`config.mk`:
```
export PLATFORM = sky130hd
export DESIGN_NAME = snake_item_placer
export DESIGN_NICKNAME = d
export VERILOG_FILES = /design/src/rtl/snake_item_placer.sv
export SDC_FILE = /design/constraint.sdc
export NUM_CORES = 1
export LEC_CHECK = 0
export ABC_CLOCK_PERIOD_IN_PS = 2400
export CORE_ASPECT_RATIO = 0.8
export CORE_MARGIN = 4
export CORE_UTILIZATION = 49
export DETAILED_ROUTE_END_ITERATION = 10
export PLACE_DENSITY_LB_ADDON = 0.05
export SLEW_MARGIN = 5
export SYNTH_ARGS = -nofsm -noshare
export SYNTH_HDL_FRONTEND = slang
export SYNTH_SLANG_ARGS = --single-unit
```
`constraint.sdc`:
```
create_clock -name i_Clk -period 2.4 [get_ports i_Clk]
set_clock_uncertainty 0.1 [all_clocks]
set_input_delay 0.24 -clock i_Clk [delete_from_list [all_inputs] [get_ports i_Clk]]
set_output_delay 0.24 -clock i_Clk [all_outputs]
set_load 0.01 [all_outputs]
```
`src/rtl/snake_item_placer.sv`:
```
`default_nettype none
// ============================================================================
// Module  : snake_item_placer
// Purpose : LFSR-driven food placement, rejecting head and body collisions.
// Rev     : 1.0
// ============================================================================
module snake_item_placer #(
    parameter int          XSIZE    = 48,
    parameter int          YSIZE    = 64,
    parameter int          MAX_SIZE = 100,
    parameter int          MAX_TRY  = 16,
    parameter logic [15:0] SEED     = 16'hACE1,
    parameter int          ITEM_X0  = 12,
    parameter int          ITEM_Y0  = 32
) (
    input  logic        i_Clk,
    input  logic        i_Rst,
    input  logic        i_Req,
    input  logic [11:0] i_Size,
    input  logic [5:0]  i_Head_x,
    input  logic [5:0]  i_Head_y,
    output logic        o_Body_Rd,
    output logic [6:0]  o_Body_Addr,
    input  logic [5:0]  i_Body_x,
    input  logic [5:0]  i_Body_y,
    output logic [5:0]  o_Item_x,
    output logic [5:0]  o_Item_y,
    output logic        o_Busy,
    output logic        o_Done,
    output logic        o_Fail
);

    localparam int          TW     = $clog2(MAX_TRY + 1);
    localparam logic [5:0]  X_HI   = 6'(XSIZE - 2);
    localparam logic [5:0]  Y_HI   = 6'(YSIZE - 2);
    localparam logic [TW-1:0] TRY_LAST = TW'(MAX_TRY - 1);

    typedef enum logic [2:0] {
        IDLE = 3'd0,
        DRAW = 3'd1,
        SCAN = 3'd2,
        DONE = 3'd3,
        FAIL = 3'd4
    } state_t;

    state_t          state_q, state_d;
    logic [15:0]     lfsr_q;
    logic [6:0]      size_q, size_d;
    logic [5:0]      head_x_q, head_x_d, head_y_q, head_y_d;
    logic [5:0]      cand_x_q, cand_x_d, cand_y_q, cand_y_d;
    logic [5:0]      item_x_q, item_x_d, item_y_q, item_y_d;
    logic [6:0]      idx_q, idx_d;
    logic [6:0]      addr_q;
    logic [TW-1:0]   try_q, try_d;

    logic [5:0]      w_cand_x, w_cand_y;
    logic            w_in_range;
    logic [6:0]      w_size_clamp;
    logic            w_rd;
    logic            w_hit;

    assign w_cand_x     = lfsr_q[5:0];
    assign w_cand_y     = lfsr_q[13:8];
    assign w_in_range   = (w_cand_x >= 6'd1) && (w_cand_x <= X_HI) &&
                          (w_cand_y >= 6'd1) && (w_cand_y <= Y_HI);
    assign w_size_clamp = (i_Size > 12'(MAX_SIZE)) ? 7'(MAX_SIZE) : i_Size[6:0];

    // Reads issue while idx < size; the extra final cycle only compares.
    assign w_rd        = (state_q == SCAN) && (idx_q < size_q);
    assign o_Body_Rd   = w_rd;
    assign o_Body_Addr = w_rd ? idx_q : addr_q;
    assign o_Item_x    = item_x_q;
    assign o_Item_y    = item_y_q;
    assign o_Busy      = (state_q != IDLE);
    assign o_Done      = (state_q == DONE);
    assign o_Fail      = (state_q == FAIL);

    always_comb begin
        state_d  = state_q;
        size_d   = size_q;
        head_x_d = head_x_q;
        head_y_d = head_y_q;
        cand_x_d = cand_x_q;
        cand_y_d = cand_y_q;
        item_x_d = item_x_q;
        item_y_d = item_y_q;
        idx_d    = idx_q;
        try_d    = try_q;
        w_hit    = 1'b0;

        case (state_q)
            IDLE: begin
                if (i_Req) begin
                    size_d   = w_size_clamp;
                    head_x_d = i_Head_x;
                    head_y_d = i_Head_y;
                    try_d    = '0;
                    state_d  = DRAW;
                end
            end
            DRAW: begin
                if (w_in_range) begin
                    if ((w_cand_x == head_x_q) && (w_cand_y == head_y_q)) begin
                        w_hit = 1'b1;
                    end else begin
                        cand_x_d = w_cand_x;
                        cand_y_d = w_cand_y;
                        idx_d    = '0;
                        if (size_q == 7'd0) begin
                            item_x_d = w_cand_x;
                            item_y_d = w_cand_y;
                            state_d  = DONE;
                        end else begin
                            state_d  = SCAN;
                        end
                    end
                end
            end
            SCAN: begin
                // Body data on the inputs belongs to entry idx-1.
                if ((idx_q != 7'd0) && (i_Body_x == cand_x_q) && (i_Body_y == cand_y_q)) begin
                    w_hit = 1'b1;
                end else if (idx_q == size_q) begin
                    item_x_d = cand_x_q;
                    item_y_d = cand_y_q;
                    state_d  = DONE;
                end else begin
                    idx_d = idx_q + 7'd1;
                end
            end
            DONE:    state_d = IDLE;
            FAIL:    state_d = IDLE;
            default: state_d = IDLE;
        endcase

        if (w_hit) begin
            if (try_q == TRY_LAST) begin
                state_d = FAIL;
            end else begin
                try_d   = try_q + TW'(1);
                state_d = DRAW;
            end
        end
    end

    always_ff @(posedge i_Clk or negedge i_Rst) begin
        if (!i_Rst) begin
            state_q  <= IDLE;
            lfsr_q   <= SEED;
            size_q   <= '0;
            head_x_q <= '0;
            head_y_q <= '0;
            cand_x_q <= '0;
            cand_y_q <= '0;
            item_x_q <= 6'(ITEM_X0);
            item_y_q <= 6'(ITEM_Y0);
            idx_q    <= '0;
            addr_q   <= '0;
            try_q    <= '0;
        end else begin
            state_q  <= state_d;
            lfsr_q   <= {lfsr_q[14:0], lfsr_q[15] ^ lfsr_q[13] ^ lfsr_q[12] ^ lfsr_q[10]};
            size_q   <= size_d;
            head_x_q <= head_x_d;
            head_y_q <= head_y_d;
            cand_x_q <= cand_x_d;
            cand_y_q <= cand_y_d;
            item_x_q <= item_x_d;
            item_y_q <= item_y_d;
            idx_q    <= idx_d;
            try_q    <= try_d;
            if (w_rd) begin
                addr_q <= idx_q;
            end
        end
    end

endmodule
`default_nettype wire

```
# [Word level (Yosys, flattened, before mapping)]
# Cells that the tools add are included.
[totals] out_inout_bits=23 reg_bits=81 elab_cells=98 inputBits=39
[op_classes] n_addsub=2 bitwise=4 muxes=36 magnitude_cmp=6 eq_ne=21 reduce_logical=17
[ops] op="$mux W6" count=10
[ops] op="$mux W7" count=6
[ops] op="$eq A6 B6 Y1" count=4
[ops] op="$pmux W6 S2" count=2
[ops] op="$mux W3" count=7
[ops] op="$mux W5" count=4
[ops] op="$pmux W7 S2" count=1
[ops] op="$ge A6 B1 Y1 const B" count=2
[ops] op="$gt A12 B7 Y1 const B" count=1
[ops] op="$le A6 B6 Y1 const B" count=2
[ops] op="$ne A3 B3 Y1 const B" count=4
[ops] op="$ne A2 B2 Y1 const B" count=5
[ops] op="$reduce_and A5 Y1" count=2
[ops] op="$pmux W3 S3" count=1
[ops] op="$add A7 B1 Y7 const B" count=1
[ops] op="$eq A7 B7 Y1" count=1
[ops] op="$logic_and A1 B1 Y1" count=7
[ops] op="$logic_not A7 Y1" count=1
[ops] op="$lt A7 B7 Y1" count=1
[ops] op="$reduce_bool A7 Y1" count=1
[ops] op="$eq A3 B2 Y1 const B" count=2
[ops] op="$reduce_and A6 Y1" count=1
[ops] op="$add A5 B1 Y5 const B" count=1
[ops] op="$eq A5 B4 Y1 const B" count=1
[ops] op="other kinds (13)" count=18

# [Depth between registers and ports, before layout]
[logic_depth] word_depth=8 mapped_depth=9 depth_no_buf=8

# [Least setup slack after synthesis]
# OpenSTA, ideal clock, no wires.
[synth_path] kind="flip-flop to flip-flop" from="register lfsr_q[13]" to="register item_x_q[0] (netlist: o_Item_x[0])" setup_slack_ns=-0.147 synth_period_minus_slack_ns=2.547 arrival_ns=2.320 required_time_ns=2.172 path_stages_with_launch=9 setup_ns=0.128 n_path_buf=2 path_cell_list="dfstp_2 clkbuf_1 nor2_1 a2bb2o_1 or2_1 nand4b_1 a211oi_2 buf_4 mux2_1"
[synth_via] elab_chain_cells=5 elab_cells_between_ends=9 classes_between="2 x order compare; 3 x eq/ne; 4 x reduce/logical"
[synth_lines] element="start, declared" line="47" text="logic [15:0] lfsr_q;"
[synth_lines] element="start signal, assigned" line="162" text="lfsr_q <= {lfsr_q[14:0], lfsr_q[15] ^ lfsr_q[13] ^ lfsr_q[12] ^ lfsr_q[10]};"
[synth_lines] element="$ge A6 B1 Y1" line="65" text="(w_cand_y >= 6'd1) && (w_cand_y <= Y_HI);"
[synth_lines] element="$logic_and A1 B1 Y1" line="64" text="assign w_in_range = (w_cand_x >= 6'd1) && (w_cand_x <= X_HI) &&"
[synth_lines] element="$logic_and A1 B1 Y1" line="65"
[synth_lines] element="$ne A2 B2 Y1 (no source line)"
[synth_lines] element="$reduce_and A6 Y1 (no source line) (*)"
[synth_lines] element="end signal, assigned" line="155" text="item_x_q <= 6'(ITEM_X0);"
[synth_lines] element="end signal, assigned" line="168" text="item_x_q <= item_x_d;"
[synth_lines] element="end, declared" line="51" text="logic [5:0] item_x_q, item_x_d, item_y_q, item_y_d;"
# Mark *: on every way between the ends. The rest lies on a longest branch, timed or not.
# A chain may end at the register's enable or synchronous reset.

# [Worst setup path after layout]
[layout_path] from="register size_q[4]" to="output o_Body_Addr[5]"
[layout_via] elab_chain_cells=3
[layout_lines] element="start, declared" line="48" text="logic [6:0] size_q, size_d;"
[layout_lines] element="start signal, assigned" line="163" text="size_q <= size_d;"
[layout_lines] element="$lt A7 B7 Y1" line="69" text="assign w_rd = (state_q == SCAN) && (idx_q < size_q);"
[layout_lines] element="$logic_and A1 B1 Y1" line="69"
[layout_lines] element="$mux W7"
[layout_lines] element="end, declared" line="23" text="output logic [6:0] o_Body_Addr,"
# Every way passes these cells.

==> impl_results.md <==
- Commonest non-fill, non-tap cells in the layout: nand2_1, dfrtp_1, buf_4, clkdlybuf4s50_1, xor2_1
- Most used cell, CP: buf_6
- Commonest non-fill, non-tap cell in the layout: nand2_1
- Final hold violation count: 0
- EDFF count, synth: 0
- Worst path buffer plus inverter count: 4
- CP Max Fanout: 6
- CP Cell Sequence: inv_2, ha_4, a21oi_2, nor2b_1, o21ai_1, o21ai_2, nor3_2, buf_4, buf_6, mux2_4, buf_6
- Static Leak: 2.83 nW
- DR pass1 iterations: 5
- Combinational fraction of design power: 0.050
- Failing checks: negative setup slack
- Clk network pwr share: 0.381
- Peak supply drop: 0.305 mV
- Distinct cell type count after synthesis: 53
- Layout cells sized above 1: 0.299
- Final Max Tran Viols: 0
- Flop2flop setup slack: -70 ps
- Nets: 589
- Crit path to: o_Body_Addr[5]
- Num CTS Buffers: 9
- Synth async-reset ratio: 1.00
- Final setup fails: 14
- Pint: 1.84 mW
- Average size of a mapped cell: 9.79 um2
- Synth Warn #: 0
- Prevailing post-synth register cell: dfrtp_1
- Via count: 3375
- CP Depth: 11
- Row count: 29
- Fmax: 378 MHz
- Clock-pin transition on the worst setup and hold timing paths: 90 ps
- CP required: 2060 ps
- CTS root buffer: clkbuf_8
- Crit path largest cell delay: 380 ps
- Final worst setup slack: -249 ps
- CP endpoint kind: output port
- Fin Setup TNS: -1900 ps
- WP data arrival: 2310 ps
- Post-synthesis sequential area ratio: 0.512
- Worst setup startpoint: size_q[4]
- Top cell type's share of synthesized area: 0.440
- Clk buf depth: 2
- Diode count: 0
- Slowest library cell on the worst path: dfrtp_1
- Initial antenna violation count: 0
- All-Layer GR Usage: 0.229
- Critical Path Source Type: register
- Io pins: 62
- Slew @ Worst Pin: 524 ps
- Reg2Reg Depth: 12
- Drt first-iter violations: 133
- Clk Latency, worst-skew pair: 360 ps
- Switching Share: 0.232
- Die W: 109 um
- R2R Path Start: idx_q[1]
- First-pass GRT wire length: 16600 um
- RSZ-0062 raised after global routing: true
- Starting Density: 0.504
- Pwr Density: 423 nW/um2
- Post-DR wirelength/cell: 16.0 um
- CP delay by family, top: buffers and inverters
- Area Growth Syn to Fin: 42.4%
- Die H: 88.7 um
- Status: finished with violations
- Worst min path class: reg2reg
- Final worst-path cycle share: 1.10
- Remaining antenna violation count after routing: 0
- Dpl hpwl: 7480 um
- Final min period: 2650 ps
- Worst R2R End: try_q[4]
- Core box area: 7910 um2
- GRT overflow: 0
- Cell taking the most area after synthesis: dfrtp_1
- Hold_ws: 253 ps
- Sequential power share: 0.568
- Synth area leaders: dfrtp_1, nand2_1, dfstp_2
- Post-synthesis instance area: 3990 um2
- DRC viols: 0
- FF+latch count, synth: 81
- Total wire length: 10400 um
- Max H-tree Level: 3
- Critical path type: reg2out
- Max-slew headroom: 0.649
- Vias per std cell: 5.17
- Largest net degree at the start of global routing: 41
- Vias in the first global route: 3272
- CTS Sinks: 81
- CTS tree: done
- Gpl congestion: 0.860
- Switching Power: 0.556 mW
- Syn nets: 456
- Die area: 9650 um2
- Cell count after synthesis: 407
- Max-cap viol count: 0
- IO buf count: 61
## through the flow
step | std cells | power (mW) | instance area, um2 | util | setup slack (ps)
floorplan | 407 | 1.40 | 4010 | - | 28.0
global placement | 622 | 1.51 | 5150 | 0.651 | -445
detailed placement | 622 | 1.51 | 5150 | 0.651 | -424
CTS | 649 | 2.43 | 5540 | 0.700 | -304
global route | 653 | 2.49 | 5670 | 0.717 | -353
finish | 653 | 2.40 | 5670 | 0.717 | -249
## how the worst min path moves through the flow
stage,start,endpoint,cells after the start
floorplan,i_Rst,addr_q[0],0
global placement,i_Rst,try_q[2],1
detailed placement,i_Rst,try_q[2],1
CTS,lfsr_q[6],lfsr_q[7],0
global route,lfsr_q[6],lfsr_q[7],0
finish,lfsr_q[6],lfsr_q[7],0
## logic make-up after synthesis
| family | synth area share |
|---|---|
| simple gates | 0.225 |
| flops | 0.512 |
| compound gates | 0.0741 |
| buf+inv | 0.0339 |
| xor+xnor | 0.0593 |
| mux | 0.0641 |
| fa+ha+maj | 0.0314 |
## cell type report
| type | instances | area, um2 |
|---|---|---|
| Clock buffer | 11 | 141 |
| Multi-Input combinational cell | 294 | 2020 |
| Fill cell | 649 | 2240 |
| Timing Repair Buffer | 139 | 1240 |
| Clock inverter | 5 | 40.0 |
| Inverter | 15 | 56.3 |
| Tap cell | 108 | 135 |
| Sequential cell | 81 | 2040 |
## what timing repair did
action                                  CTS  global route
buffers inserted                         12             4
endpoints found under the setup margin   31            31
hold buffers                              1             0
gates resized for setup                  66            25
pin swaps                                12             9
endpoints found under the hold margin    29             0
## state kept, by name, indices dropped and copies added, names as in the netlist
| name | cells |
|---|---|
| o_Item_x | 6 |
| addr_q | 7 |
| lfsr_q | 16 |
| state_q | 3 |
| cand_y_q | 6 |
| try_q | 5 |
| idx_q | 7 |
| o_Item_y | 6 |
| size_q | 7 |
| cand_x_q | 6 |
| head_y_q | 6 |
| head_x_q | 6 |
## power by group through the flow
stage	registers, mW	clock network, mW	logic (mW)
after floorplan	1.39	0	0.0120
after global placement	1.39	0	0.118
after detailed placement	1.39	0	0.119
after CTS	1.36	0.942	0.121
after global routing	1.36	0.997	0.131
final	1.36	0.916	0.120
## cell usage after synthesis (6+ instances only)
library cell / instances
nor3_1: 9
nand3_1: 8
nand4_1: 10
nor2_1: 13
o21ai_0: 10
ha_1: 10
buf_2: 6
inv_1: 15
mux2_2: 10
a21oi_1: 9
clkbuf_1: 9
nand2_1: 120
nor4_1: 10
dfrtp_1: 70
dfstp_2: 11
mux2_1: 10
xor2_1: 25
## per-layer routing
metal	global-route usage	up-vias	share of wire
met2	0.354	89	0.45
met5	0	-	0
met3	0.0489	12	0.061
li1	-	1660	-
met4	0.0745	0	0.011
met1	0.325	1614	0.48
Power figures use the tool's default switching activity.
